===== src/rtl/header_extract.sv =====
// header_extract: pulls the IPv4 5-tuple out of a 64-bit Ethernet stream and issues it paced by GAP.
// Ports: clk/rst (sync, active-high); s_tdata/s_tvalid/s_tlast/s_tready stream in (never stalls);
// enable gates issue; idata/ivalid tuple out; pkt_cnt/drop_cnt stats, live only with HDR_EXTRACT_STATS_EN.
module header_extract #(
  parameter int GAP = 6
) (
  input  logic         clk,
  input  logic         rst,
  input  logic [63:0]  s_tdata,
  input  logic         s_tvalid,
  input  logic         s_tlast,
  output logic         s_tready,
  input  logic         enable,
  output logic [103:0] idata,
  output logic         ivalid,
  output logic [31:0]  pkt_cnt,
  output logic [15:0]  drop_cnt
);
  typedef enum logic [2:0] {W0, W1, W2, W3, W4, SKIP} state_t;
  localparam int PW = GAP > 1 ? $clog2(GAP) : 1;
  state_t st, nxt;
  logic [7:0] proto;
  logic [31:0] src;
  logic [15:0] dst_hi;
  logic [103:0] hold, last, tuple;
  logic [PW-1:0] pace;
  logic full, done, issue, accept, hdr_ok, l4;
  assign s_tready = 1'b1;
  // Tuple is assembled directly from the W4 word so it lands in the holding register on that edge.
  always_comb begin
    hdr_ok = s_tdata[31:16] == 16'h0800 && s_tdata[15:8] == 8'h45;
    l4 = proto == 8'd6 || proto == 8'd17;
    tuple = {src, dst_hi, s_tdata[63:48], l4 ? s_tdata[47:16] : 32'h0, proto};
    done = s_tvalid && st == W4;
    issue = !rst && full && enable && pace == '0;
    accept = done && (!full || issue);
    nxt = !s_tvalid ? st : s_tlast ? W0 :
          st == W0 ? W1 : st == W1 ? (hdr_ok ? W2 : SKIP) :
          st == W2 ? W3 : st == W3 ? W4 : SKIP;
  end
  assign ivalid = issue;
  assign idata = rst ? '0 : issue ? hold : last;
  always_ff @(posedge clk) begin
    if (rst) begin
      st <= W0;
      full <= 1'b0;
      pace <= '0;
      last <= '0;
    end else begin
      st <= nxt;
      full <= done || (full && !issue);
      if (s_tvalid && st == W2) proto <= s_tdata[7:0];
      if (s_tvalid && st == W3) {src, dst_hi} <= s_tdata[47:0];
      if (accept) hold <= tuple;
      if (issue) last <= hold;
      pace <= issue ? PW'(GAP - 1) : pace != '0 ? pace - PW'(1) : pace;
    end
  end
`ifdef HDR_EXTRACT_STATS_EN
  logic [31:0] pkt_q;
  logic [15:0] drop_q;
  always_ff @(posedge clk) begin
    if (rst) begin
      pkt_q <= '0;
      drop_q <= '0;
    end else begin
      if (accept) pkt_q <= pkt_q + 32'd1;
      if (done && !accept && drop_q != 16'hFFFF) drop_q <= drop_q + 16'd1;
    end
  end
  assign pkt_cnt = pkt_q;
  assign drop_cnt = drop_q;
`else
  assign pkt_cnt = '0;
  assign drop_cnt = '0;
`endif
endmodule

===== config.mk =====
export PLATFORM = sky130hd
export DESIGN_NAME = header_extract
export DESIGN_NICKNAME = d
export VERILOG_FILES = /design/src/rtl/header_extract.sv
export SDC_FILE = /design/constraint.sdc
export NUM_CORES = 1
export LEC_CHECK = 0
export ABC_AREA = 1
export CAP_MARGIN = 40
export CORE_UTILIZATION = 50
export CTS_CLUSTER_SIZE = 40
export DETAILED_ROUTE_END_ITERATION = 6
export PLACE_DENSITY_LB_ADDON = 0.05
export SLEW_MARGIN = 30
export SYNTH_ARGS = -nofsm -noshare
export SYNTH_HDL_FRONTEND = slang
export SYNTH_SLANG_ARGS = --single-unit

===== constraint.sdc =====
create_clock -name clk -period 7.76 [get_ports clk]
set_input_delay 1.552 -clock clk [delete_from_list [all_inputs] [get_ports clk]]
set_output_delay 1.552 -clock clk [all_outputs]
set_load 0.005 [all_outputs]

==> flow_summary.toml <==
[status]
status = "completed"

[power]
peakVddDrop_uv = 192
combPwrFrac_pct = 4.0
power_density_nw_per_um2 = 240
p_switching_uw = 575
p_leak_uw = 0.00489
power.share.sequential_pct = 52.3
internal-power_uw = 2350
p_clk_share_pct = 43.7
swShare_pct = 19.7

[detailed_routing]
route.detailed.drc = 0
wl_per_cell_um = 15.6
drt_wl_total_um = 19400
vias_per_cell = 4.80
ant_nets = 0
drt-initial-drc-count = 357
firstDrtPassIters = 5
routed-via-count = 5976

[global_route]
track_usage_pct = 20.0
grt_max_degree = 107
first_global_vias = 5837
antenna_found_initial = 0
grt_overflow_total = 0
grt_first_pass_wirelength_um = 31000

[clock_network]
post_cts_resized = 0
cts_buffer_depth = 3
postCtsSetupBuffers = 0
clock-sinks = 271
path_clk_slew_ns = 0.06
holdBufCountCts = 0
root_buffer = "clkbuf_16"
h-tree-depth = 1
cts_tree = "yes"
clk_latency_ns = 0.52
cts_buffers = 27

[sta]
slew_headroom_pct = 46.7
drv_slew = 0
setup_viol = 0
fin_crit_ns = 5.75
max_freq_ghz = 0.174
rsz0062_at_grt = "false"
period_share_pct = 74.1
fin_worst_skew_ns = 0.00688
finalWorstSetupSlack_ns = 2.01
hold_violations = 0
tns_ns = 0
worstMarginPinSlew_ns = 0.799

[worst_setup_path]
critPathMaxFanout = 47
rrSetupSlack_ns = 4.85
worstSetupEndpointType = "primary output"
crit_path_cell_trace = "clkdlybuf4s50_1 > inv_4 > nand3_2 > nor2_4 > clkinv_2 > buf_4 > nand3_1 > nand2_1 > clkdlybuf4s50_1"
slowest_delay_ns = 0.72
arrival_ns = 4.20
path_common_cell = "clkdlybuf4s50_1"
critPathKind = "input pin to primary output"
crit_buf_inv = 5
required_ns = 6.21
start_kind = "input pin"
worst_path_max_delay_cell = "clkdlybuf4s50_1"
crit_family = "buffers and inverters"

[cells_and_area]
fill_cells = 1417
syn2layout_area_growth_pct = 27.9
diodes = 0
drive_above_1_share_pct = 5.64
fin_nets = 1061
multi_input_comb_area_um2 = 1940
layout.cells.most_common = "nand2_1"
seqCellArea_um2 = 7030
layout_common_cells = "nand2_1, clkdlybuf4s50_1, edfxtp_1, dfxtp_1, nand3_1"

[floorplanning]
initial_core_util_pct = 51.0
dieArea_um2 = 19600
core_um2 = 18700
dieWidth_um = 140
fp.dieH_um = 140
pin_count = 223
rows = 50

[hold_path]
hp-class = "register to register"

[synthesis]
syn_area_per_cell_um2 = 11.7
ys_warn_count = 0
synth-seq-cells = 271
syn_area_um2 = 9530
yosysUniqueCellTypes = 26
syn_inst = 816
seq_area_frac_synth_pct = 73.7

[job]
cap_violations = 0

[place]
dp_slack_ns = 1.99
port_buffers = 173
hpwl_um = 12100
gp_congestion = 0.783
[cell families (layout without fill, tap and decap cells)]
family	after synthesis	count (layout)	synth area share, %
AO/OA/AOI/OAI	12	12	0.735
adder cells (fa/ha/maj)	2	2	0.262
buffers and inverters	134	281	7.93
flip-flops	271	271	73.7
other	2	49	0.0788
AND/OR/NAND/NOR	395	395	17.3
[power groups by stage]
stage	clock network (uW)	registers [uW]	logic, uW
after detailed placement	0	1560	114
after global routing	1370	1530	132
after CTS	1300	1530	115
final	1280	1530	117
after global placement	0	1560	105
after floorplan	0	1560	73.8
[area by class of cell]
cell class	count	area share [%]
clock buffer	46	6.96
clock inverter	3	0.349
inverter	48	1.51
multi-input combinational	458	15.9
sequential	271	57.7
tap	234	2.40
timing repair buffer	184	15.2
[sequential cells by signal, indices dropped and copies added, names as in the netlist]
register and count:
hold 104, last 104, dst_hi 16, proto 8, st 3, full 1, pace 3, src 32
[stage by stage]
stage / utilization [%] / std cells / total power, uW / cell area, um2 / hold WS (ns)
CTS: 65.0 / 1243 / 2950 / 12200 / 0.418
global placement: 60.1 / 1192 / 1660 / 11200 / 0.400
floorplan: - / 863 / 1630 / 9710 / 0.400
detailed placement: 60.2 / 1194 / 1670 / 11300 / 0.405
finish: 65.2 / 1244 / 2920 / 12200 / 0.416
global route: 65.2 / 1244 / 3030 / 12200 / 0.426
[cell usage after synthesis]
cell	instances	share of area, %
nand2_1	227	8.9
edfxtp_1	160	50
dfxtp_1	111	23
nand3_1	109	5.7
buf_4	55	4.3
nor2_1	53	2.1
inv_1	45	1.8
clkbuf_1	12	0.47
buf_1	9	0.35
a21oi_1	6	0.32
buf_2	5	0.26
buf_6	5	0.59
conb_1	2	0.079
ha_1	2	0.26
inv_2	2	0.079
nor4_1	2	0.13
o21ai_0	2	0.11
a2111oi_0	1	0.092
a21boi_0	1	0.079
a31oi_1	1	0.066
inv_4	1	0.066
nand3_2	1	0.11
nor2_4	1	0.12
nor3_1	1	0.052
nor3b_2	1	0.13
o211ai_1	1	0.079
[worst reg2reg max path, delay by kind of cell (launching register included)]
kind                       cells  cell delay (ns)
and+or+nand+nor                4             0.80
DFF                            1             0.29
buffers and inverters          5             1.22
adders and majority gates      1             0.15
[layer usage]
layer | vias to the layer above | wire length, um | part of all wire [%] | track usage [%]
met5 | - | 0 | 0 | 0
met4 | 0 | 340 | 1.8 | 6.02
met3 | 24 | 1090 | 5.6 | 3.52
met2 | 187 | 9650 | 50 | 34.2
met1 | 2812 | 8320 | 43 | 26.0
li1 | 2953 | - | - | -
[path summary, 6_finish.rpt]
kind	startpoint	endpoint	cells after the start
hold reg to reg	dst_hi[8]	hold[64]	0
setup reg to reg	pace[0]	hold[14]	10
hold / removal	dst_hi[8]	hold[64]	0
setup / recovery	rst	idata[75]	9
No activity file was read; power rests on OpenSTA's default activity.
